## src/rtl/seg595_pkg.sv

```systemverilog
// Shared types, glyph table and sizing helpers
// for the multiplexed 74HC595 seven-segment driver.
package seg595_pkg;

  typedef enum logic [1:0] {
    ST_LOAD,
    ST_SHIFT,
    ST_LATCH,
    ST_HOLD
  } state_e;

  localparam int SEG_W = 8;

  // gfedcba glyphs, index 15 first
  localparam logic [15:0][6:0] HEX_SEG = {
    7'h71, 7'h79, 7'h5E, 7'h39,
    7'h7C, 7'h77, 7'h6F, 7'h7F,
    7'h07, 7'h7D, 7'h6D, 7'h66,
    7'h4F, 7'h5B, 7'h06, 7'h3F
  };

  function automatic int shift_len(int digits);
    return SEG_W + digits;
  endfunction

endpackage

```

## src/rtl/seg7_hex_decode.sv

```systemverilog
// Hex digit to {dp,g..a} segment byte, 1 = lit.
// Blank darkens the whole digit including dp.
module seg7_hex_decode
  import seg595_pkg::*;
(
  input  logic [3:0]       code_i,
  input  logic             dp_i,
  input  logic             blank_i,
  output logic [SEG_W-1:0] seg_o
);

  assign seg_o = blank_i ? '0 : {dp_i, HEX_SEG[code_i]};

endmodule

```

## src/rtl/seg_595_scan_n.sv

```systemverilog
// N-digit 595 scan driver with double-buffered frames,
// per-digit blanking and 16-level OE PWM brightness.
module seg_595_scan_n
  import seg595_pkg::*;
#(
  parameter int DIGITS         = 6,
  parameter int CLK_DIV        = 2,
  parameter int SLOT_CYCLES    = 3125,
  parameter int SEG_ACTIVE_LOW = 1,
  parameter int SEL_ACTIVE_LOW = 1
) (
  input  logic                  sys_clk,
  input  logic                  sys_rst,
  input  logic                  upd_valid,
  output logic                  upd_ready,
  input  logic [4*DIGITS-1:0]   upd_hex,
  input  logic [DIGITS-1:0]     upd_dp,
  input  logic [DIGITS-1:0]     upd_blank,
  input  logic [3:0]            brightness,
  output logic                  ds,
  output logic                  shcp,
  output logic                  stcp,
  output logic                  oe
);

  localparam int SW  = shift_len(DIGITS);
  localparam int IW  = (DIGITS > 1) ? $clog2(DIGITS) : 1;
  localparam int BW  = $clog2(SW + 1);
  localparam int PW  = $clog2(2 * CLK_DIV + 1);
  localparam int SCW = (SLOT_CYCLES > 1) ? $clog2(SLOT_CYCLES) : 1;

  localparam logic [SEG_W-1:0] SEG_INV =
    (SEG_ACTIVE_LOW != 0) ? '1 : '0;
  localparam logic [DIGITS-1:0] SEL_INV =
    (SEL_ACTIVE_LOW != 0) ? '1 : '0;

  state_e              state_q, state_d;
  logic [IW-1:0]       idx_q, idx_d;
  logic [BW-1:0]       bit_q, bit_d;
  logic [PW-1:0]       ph_q, ph_d;
  logic [3:0]          slot_q, slot_d;
  logic [SCW-1:0]      scnt_q, scnt_d;
  logic [SW-1:0]       sh_q, sh_d;
  logic                rdy_q, rdy_d;

  logic [4*DIGITS-1:0] p_hex_q, p_hex_d;
  logic [DIGITS-1:0]   p_dp_q, p_dp_d;
  logic [DIGITS-1:0]   p_blk_q, p_blk_d;
  logic [4*DIGITS-1:0] a_hex_q, a_hex_d;
  logic [DIGITS-1:0]   a_dp_q, a_dp_d;
  logic [DIGITS-1:0]   a_blk_q, a_blk_d;

  logic                at_first;
  logic [4*DIGITS-1:0] src_hex;
  logic [DIGITS-1:0]   src_dp;
  logic [DIGITS-1:0]   src_blk;
  logic [3:0]          cur_hex;
  logic [SEG_W-1:0]    cur_seg;
  logic [DIGITS-1:0]   cur_sel;
  logic [SW-1:0]       word;
  logic                ph_end;

  assign at_first = (idx_q == '0);

  // Digit 0 reads the pending frame so the frame swap shows immediately
  assign src_hex = at_first ? p_hex_q : a_hex_q;
  assign src_dp  = at_first ? p_dp_q  : a_dp_q;
  assign src_blk = at_first ? p_blk_q : a_blk_q;
  assign cur_hex = src_hex[int'(idx_q)*4 +: 4];
  assign cur_sel = DIGITS'(1) << idx_q;

  seg7_hex_decode u_dec (
    .code_i  (cur_hex),
    .dp_i    (src_dp[idx_q]),
    .blank_i (src_blk[idx_q]),
    .seg_o   (cur_seg)
  );

  assign word   = {cur_seg ^ SEG_INV, cur_sel ^ SEL_INV};
  assign ph_end = (ph_q == PW'(2 * CLK_DIV - 1));

  always_comb begin
    state_d = state_q;
    idx_d   = idx_q;
    bit_d   = bit_q;
    ph_d    = ph_q;
    slot_d  = slot_q;
    scnt_d  = scnt_q;
    sh_d    = sh_q;
    rdy_d   = rdy_q;
    p_hex_d = p_hex_q;
    p_dp_d  = p_dp_q;
    p_blk_d = p_blk_q;
    a_hex_d = a_hex_q;
    a_dp_d  = a_dp_q;
    a_blk_d = a_blk_q;

    unique case (state_q)
      ST_LOAD: begin
        sh_d    = word;
        ph_d    = '0;
        bit_d   = '0;
        state_d = ST_SHIFT;
        if (at_first) begin
          a_hex_d = p_hex_q;
          a_dp_d  = p_dp_q;
          a_blk_d = p_blk_q;
        end
      end
      ST_SHIFT: begin
        if (ph_end) begin
          ph_d = '0;
          if (bit_q == BW'(SW - 1)) begin
            state_d = ST_LATCH;
          end else begin
            bit_d = bit_q + 1'b1;
            sh_d  = {sh_q[SW-2:0], 1'b0};
          end
        end else begin
          ph_d = ph_q + 1'b1;
        end
      end
      ST_LATCH: begin
        if (ph_end) begin
          ph_d    = '0;
          slot_d  = '0;
          scnt_d  = '0;
          state_d = ST_HOLD;
        end else begin
          ph_d = ph_q + 1'b1;
        end
      end
      ST_HOLD: begin
        if (scnt_q == SCW'(SLOT_CYCLES - 1)) begin
          scnt_d = '0;
          if (slot_q == 4'd15) begin
            state_d = ST_LOAD;
            idx_d   = (idx_q == IW'(DIGITS - 1)) ?
                      '0 : idx_q + 1'b1;
          end else begin
            slot_d = slot_q + 1'b1;
          end
        end else begin
          scnt_d = scnt_q + 1'b1;
        end
      end
    endcase

    if (upd_valid && rdy_q) begin
      p_hex_d = upd_hex;
      p_dp_d  = upd_dp;
      p_blk_d = upd_blank;
      rdy_d   = 1'b0;
    end else if (state_q == ST_LOAD && at_first) begin
      rdy_d = 1'b1;
    end
  end

  always_ff @(posedge sys_clk) begin
    if (sys_rst) begin
      state_q <= ST_LOAD;
      idx_q   <= '0;
      bit_q   <= '0;
      ph_q    <= '0;
      slot_q  <= '0;
      scnt_q  <= '0;
      sh_q    <= '0;
      rdy_q   <= 1'b0;
      p_hex_q <= '0;
      p_dp_q  <= '0;
      p_blk_q <= '1;
      a_hex_q <= '0;
      a_dp_q  <= '0;
      a_blk_q <= '1;
    end else begin
      state_q <= state_d;
      idx_q   <= idx_d;
      bit_q   <= bit_d;
      ph_q    <= ph_d;
      slot_q  <= slot_d;
      scnt_q  <= scnt_d;
      sh_q    <= sh_d;
      rdy_q   <= rdy_d;
      p_hex_q <= p_hex_d;
      p_dp_q  <= p_dp_d;
      p_blk_q <= p_blk_d;
      a_hex_q <= a_hex_d;
      a_dp_q  <= a_dp_d;
      a_blk_q <= a_blk_d;
    end
  end

  assign upd_ready = rdy_q;
  assign ds        = sh_q[SW-1];
  assign shcp      = (state_q == ST_SHIFT) &&
                     (ph_q >= PW'(CLK_DIV));
  assign stcp      = (state_q == ST_LATCH) &&
                     (ph_q >= PW'(CLK_DIV));
  assign oe        = !((state_q == ST_HOLD) &&
                       (slot_q <= brightness));

endmodule

```

## config.mk

```make
export PLATFORM = sky130hd
export DESIGN_NAME = seg_595_scan_n
export DESIGN_NICKNAME = d
export VERILOG_FILES = /design/src/rtl/seg595_pkg.sv /design/src/rtl/seg7_hex_decode.sv /design/src/rtl/seg_595_scan_n.sv
export SDC_FILE = /design/constraint.sdc
export NUM_CORES = 1
export LEC_CHECK = 0
export BUFFER_PORTS_ARGS = -buffer_cell sky130_fd_sc_hd__clkbuf_2
export CORE_MARGIN = 2
export CORE_UTILIZATION = 45
export DETAILED_ROUTE_END_ITERATION = 12
export PLACE_DENSITY_LB_ADDON = 0.08
export SYNTH_ARGS = -nofsm -noshare
export SYNTH_HDL_FRONTEND = slang
export SYNTH_SLANG_ARGS = --single-unit
```

## constraint.sdc

```tcl
create_clock -name sys_clk -period 3.2 [get_ports sys_clk]
set_input_delay 0.48 -clock sys_clk [delete_from_list [all_inputs] [get_ports sys_clk]]
set_output_delay 0.48 -clock sys_clk [all_outputs]
set_load 0.01 [all_outputs]
```

# [Word level (Yosys, flattened, before mapping)]
# Memories as Yosys holds them, arrays and structs flattened.
# Cells that the tools add are included.
[classes] n_addsub=5 n_lt_le_gt_ge=4 eq_ne=15 shifts=2 mux=31 bitwise_logic=2 reduce_logical=18
[op_table] operator="$mux W14" n=2
[op_table] operator="$pmux W14 S2" n=1
[op_table] operator="$mux W12" n=2
[op_table] operator="$mux W24" n=1
[op_table] operator="$pmux W12 S2" n=1
[op_table] operator="$shiftx A24 B6 Y4" n=1
[op_table] operator="$mux W4" n=5
[op_table] operator="$pmux W4 S2" n=2
[op_table] operator="$ne A2 B2 Y1 const B" n=7
[op_table] operator="$add A12 B1 Y12 const B" n=1
[op_table] operator="$eq A12 B12 Y1 const B" n=1
[op_table] operator="$mux W6" n=2
[op_table] operator="$mux W2" n=5
[op_table] operator="$add A4 B1 Y4 const B" n=2
[op_table] operator="$eq A4 B4 Y1 const B" n=2
[op_table] operator="$mux W8" n=1
[op_table] operator="$not A8 Y8" n=1
[op_table] operator="$pmux W2 S4" n=1
[op_table] operator="$mux W7" n=1
[op_table] operator="$add A3 B1 Y3 const B" n=2
[op_table] operator="$bmux W1 S3" n=2
[op_table] operator="$mux W3" n=2
[op_table] operator="$not A6 Y6" n=1
[op_table] operator="$pmux W3 S2" n=1
[op_table] operator="20 further kinds" n=30
[totals] reg_bits=115 romBits=112 inputBits=43 out_inout_bits=5 wordCells=92 mem_count=1
[mem_list] memory="(name not given)" depth=16 word_bits=7 rd=1 rd_ports_with_merged_regs=0 wr=0 line_no="seg7_hex_decode.sv:12" rtl="assign seg_o = blank_i ? '0 : {dp_i, HEX_SEG[code_i]};"

# [Longest topological paths before layout]
[depth] word_depth=8 depth_mapped=10 ltp_nobuf=9

# [Modules after synthesis]
# From an unflattened synthesis, not the netlist that was laid out.
[unflattened] hier_cells=638 hier_area_um2=5121.2
[modules_own_cells] module="seg_595_scan_n" instances=1 cells_each=603 area_per_inst_um2=4847.1 seq_area_each_um2=2202.1
[modules_own_cells] module="seg7_hex_decode" instances=1 cells_each=35 area_per_inst_um2=274.0 seq_area_each_um2=0.0

# [Least setup slack after synthesis]
# Ideal clock, no wire load.
[synth_timing] path_kind="reg-to-reg" startpoint="register idx_q[1]" endpoint="register sh_q[12]" setup_ps=122 arrival_time_ps=2422 required_ps=3078 setup_slack_ps=656 stages_incl_launch_ff=9 n_path_buf=0 period_less_slack_ps=2544 cell_sequence="dfxtp_1 > mux4_1 > o21ai_0 > inv_1 > ha_1 > inv_1 > mux2i_1 > o311a_1 > a221o_1"
[synth_between] elab_chain_len=8 elab_cells_between_ends=11 classes_between="shift (1); mux (7); bitwise (1); reduce/logical (1); memory (1)"
[synth_lines] element="start, declared" line_no="seg_595_scan_n.sv:38" rtl="logic [IW-1:0] idx_q, idx_d;"
[synth_lines] element="start signal, assigned" line_no="seg_595_scan_n.sv:177" rtl="idx_q <= idx_d;"
[synth_lines] element="$logic_not A3 Y1" line_no="seg_595_scan_n.sv:63" rtl="assign at_first = (idx_q == '0);"
[synth_lines] element="$mux W24"
[synth_lines] element="$shiftx A24 B6 Y4" line_no="seg_595_scan_n.sv:69" rtl="assign cur_hex = src_hex[int'(idx_q)*4 +: 4];"
[synth_lines] element="$mem_v2 Z16 W7"
[synth_lines] element="$mux W7 (not written as such)" line_no="seg7_hex_decode.sv:12"
[synth_lines] element="$mux W8 *" line_no="seg7_hex_decode.sv:12"
[synth_lines] element="$not A8 Y8 (no line) *"
[synth_lines] element="$pmux W14 S2 *" line_no="seg_595_scan_n.sv:98" rtl="unique case (state_q)"
[synth_lines] element="end signal, assigned" line_no="seg_595_scan_n.sv:167" rtl="sh_q <= '0;"
[synth_lines] element="end signal, assigned" line_no="seg_595_scan_n.sv:182" rtl="sh_q <= sh_d;"
[synth_lines] element="end, declared" line_no="seg_595_scan_n.sv:43" rtl="logic [SW-1:0] sh_q, sh_d;"
# Mark *: on every way between the ends. The rest lies on a longest branch, timed or not. The select of a mux whose other input is x is not followed.
# A chain may end at the register's enable or synchronous reset.

# [Final worst setup path]
[layout_timing] startpoint="register idx_q[0]" endpoint="register sh_q[12]"
# The elaborated chain is that of the path after synthesis.

==> impl_metrics.py <==
metrics = {
    "outcome": {
        "run_status": "finished, final reports clean",
    },
    "logic_synthesis": {
        "syn_inst": 648,
        "postSynthNetCount": 713,
        "synth_cell_types": 63,
        "synth_enable_flop_cells": 0,
        "seq_cells_post_synth": 109,
        "synth_area_leaders": "sky130_fd_sc_hd__dfxtp_1 (42%), sky130_fd_sc_hd__nand2_1 (12%), sky130_fd_sc_hd__a21oi_1 (7.2%)",
        "synth_area_sq_mm": 0.00524,
        "synthesis.yosys.warnings": 0,
        "synthTopCellsByCount": "sky130_fd_sc_hd__nand2_1 (162), sky130_fd_sc_hd__dfxtp_1 (109), sky130_fd_sc_hd__a21oi_1 (75)",
        "synth_flop_cell": "sky130_fd_sc_hd__dfxtp_1",
        "synth_top_area_share_pct": 41.7,
        "ys_async_sr_fraction_pct": 0,
        "syn-mean-instance-area_sq_um": 8.08,
        "yosysMostFrequentCell": "sky130_fd_sc_hd__nand2_1",
        "synth_area_leader_cell": "sky130_fd_sc_hd__dfxtp_1",
        "synth_sequential_area_ratio_pct": 41.7,
    },
    "sta": {
        "fin_hold_ws_ns": 0.324,
        "min_period_ns": 2.63,
        "report.final.setup_viol": 0,
        "timing.max_slew.rel_slack_pct": 22.0,
        "clock.fmax_mhz": 380,
        "worst_slew_pin_slew_ns": 1.17,
        "final.setup.worst_slack_ns": 0.570,
        "final_max_slew_viol_count": 0,
        "final-hold-violation-count": 0,
        "fin_worst_skew_ns": 0.00714,
        "grt_setup_unrepaired": "false",
        "totalNegativeSetupSlack_ns": 0,
        "finalCritPeriodShare_pct": 82.2,
    },
    "clocking": {
        "cts-resized-gates": 0,
        "cts.path.max_buffers": 2,
        "cts_max_level": 3,
        "cts_made_buffers": 9,
        "clkLatencyLatePin_ns": 0.36,
        "post_cts.repair.setup_buffers": 0,
        "ctsHoldBuffers": 0,
        "tritoncts": "done",
        "clkSlewWorstSetupHoldPaths_ns": 0.07,
        "clock-root-buffer": "sky130_fd_sc_hd__clkbuf_16",
        "clk_sinks": 109,
    },
    "critical_path": {
        "setup.reg_to_reg.worst_slack_ns": 0.57,
        "startpoint_type": "flop",
        "setup.worst_path.end_class": "flop",
        "cp_data_arrival_time_ns": 2.88,
        "worst-endpoint-required_ns": 3.45,
        "critical_path_peak_fanout": 14,
        "critical_path_class": "flop to flop",
    },
    "drt": {
        "detailedRoute.firstPassIterationCount": 4,
        "route.detailed.drc": 0,
        "vias": 4452,
        "wire_per_inst_microns": 14.4,
        "ant_nets": 0,
        "route.detailed.vias_per_inst": 5.38,
        "totalWireLength_microns": 11900,
        "drt_first_iter_violations": 182,
    },
    "floorplanning": {
        "die_h_microns": 112,
        "num_io_pins": 48,
        "fp.coreArea_sq_mm": 0.0114,
        "design.die.area_sq_mm": 0.0125,
        "dieWidth_microns": 112,
        "initial_util_pct": 46.1,
        "row_count": 39,
    },
    "placed_design": {
        "placement.io_buffers": 47,
        "dp_hpwl_microns": 8450,
        "placedCellCount": 812,
        "place.gp.congestion": 0.845,
        "pre_cts_ws_ns": 0.556,
    },
    "global_route": {
        "antenna_violations_before_repair": 0,
        "grtUsageMet1_pct": 26.1,
        "total_congestion_overflow_after_global_routing": 0,
        "groute.layer.met3.usage_pct": 4.03,
        "vias_in_the_first_global_route": 4241,
        "grt_first_pass_wirelength_microns": 20400,
        "pin_count_of_the_biggest_net_entering_global_routing": 79,
        "tot_gr_track_use_pct": 20.0,
        "globalRoute.busiestLayer": "met2",
        "use_met2_pct": 33.0,
    },
    "power": {
        "power_leakage_nw": 2.29,
        "power.ir.vdd_worst_mv": 0.486,
        "p_per_area_mw_per_mm2": 650,
    },
    "cells_and_area": {
        "final_layout_size_suffix_gt1_share_pct": 12.0,
        "fillers": 1113,
        "finish.cell_count_without_fillers": 828,
        "synthesis_to_layout_area_growth_pct": 12.4,
        "final_net_count": 745,
        "antennaDiodeCount": 0,
    },
    "run": {
        "max_cap_viol_count": 0,
    },
    "worst_hold_path": {
        "min-delay-path-class": "input pin to flop",
    },
}
==> cell type report <==
cell class / instances / area, sq um / area share [%]
multi-input combinational: 482 / 2830 / 48.0
sequential: 109 / 2180 / 37.1
timing repair buffer: 57 / 323 / 5.48
clock buffer: 11 / 233 / 3.95
tap: 143 / 179 / 3.04
inverter: 21 / 78.8 / 1.34
clock inverter: 5 / 65.1 / 1.10
==> sequential cells by signal (all words and copies together), names as in the netlist <==
signal	flops
p_blk_q	6
ph_q	3
a_hex_q	20
a_dp_q	5
idx_q	3
upd_ready	1
scnt_q	12
sh_q	14
slot_q	4
p_hex_q	24
state_q	2
bit_q	4
a_blk_q	5
p_dp_q	6
==> routing by layer <==
layer / vias to the layer above / part of all wire, %
li1: 2307 / -
met1: 2062 / 49
met2: 66 / 46
met3: 17 / 3.2
met4: 0 / 1.9
met5: - / 0
==> layout by cell type (no fill, tap or decap), types with 5 or more instances in the layout <==
master                        n
sky130_fd_sc_hd__a211oi_1     5
sky130_fd_sc_hd__a21oi_1     75
sky130_fd_sc_hd__and2_1       5
sky130_fd_sc_hd__buf_4        9
sky130_fd_sc_hd__clkbuf_16    9
sky130_fd_sc_hd__clkbuf_2    47
sky130_fd_sc_hd__dfxtp_1    109
sky130_fd_sc_hd__ha_1        22
sky130_fd_sc_hd__inv_1       20
sky130_fd_sc_hd__mux2i_1     18
sky130_fd_sc_hd__nand2_1    162
sky130_fd_sc_hd__nand3_1     23
sky130_fd_sc_hd__nand4_1      5
sky130_fd_sc_hd__nor2_1      39
sky130_fd_sc_hd__nor2b_1      5
sky130_fd_sc_hd__nor3_1      14
sky130_fd_sc_hd__o21ai_0     18
sky130_fd_sc_hd__xnor2_1      6
sky130_fd_sc_hd__xor2_1       7
==> critical path, cell delays in order (launching register included) <==
cell                       delay, ns
sky130_fd_sc_hd__dfxtp_1        0.62
sky130_fd_sc_hd__a21boi_0       0.27
sky130_fd_sc_hd__a211oi_2       0.11
sky130_fd_sc_hd__a21oi_1        0.37
sky130_fd_sc_hd__inv_1          0.12
sky130_fd_sc_hd__ha_1           0.19
sky130_fd_sc_hd__inv_1          0.12
sky130_fd_sc_hd__mux2i_1        0.09
sky130_fd_sc_hd__o311a_1        0.36
sky130_fd_sc_hd__a221o_1        0.26
==> path summary, 6_finish.rpt <==
check                             start                       to  cells past startpoint
setup / recovery  idx_q[0]$_SDFFE_PP0P_    sh_q[12]$_SDFFE_PP0P_                      9
hold / removal             upd_blank[3]  p_blk_q[3]$_SDFFE_PP1P_                      3
setup reg to reg  idx_q[0]$_SDFFE_PP0P_    sh_q[12]$_SDFFE_PP0P_                      9
hold reg to reg    sh_q[8]$_SDFFE_PP0P_     sh_q[8]$_SDFFE_PP0P_                      2
==> kinds of logic after synthesis <==
group,after synthesis,synth area share [%]
AOI/OAI and AO/OA,142,16.9
xor gates and xnor gates,13,2.17
adders and majority gates,22,5.26
buffers and inverters,57,4.32
DFF,109,41.7
muxes,26,6.16
and+or+nand+nor,279,23.6
==> report_power, final <==
part           internal (mW)  leakage (nW)  total, mW  switching, mW
sequential              1.55         0.888       1.67          0.115
combinational          0.367          1.25       1.02          0.650
clock                  0.618         0.145       1.14          0.525
==> metrics by stage <==
stage               power, mW  utilization [%]  instance area, sq um
CTS                      3.88             51.8                  5890
global placement         2.72             49.2                  5590
floorplan                2.43                -                  5240
detailed placement       2.73             49.2                  5590
global route             4.09             51.8                  5890
finish                   3.83             51.8                  5890
(Power assumes the default switching activity.)
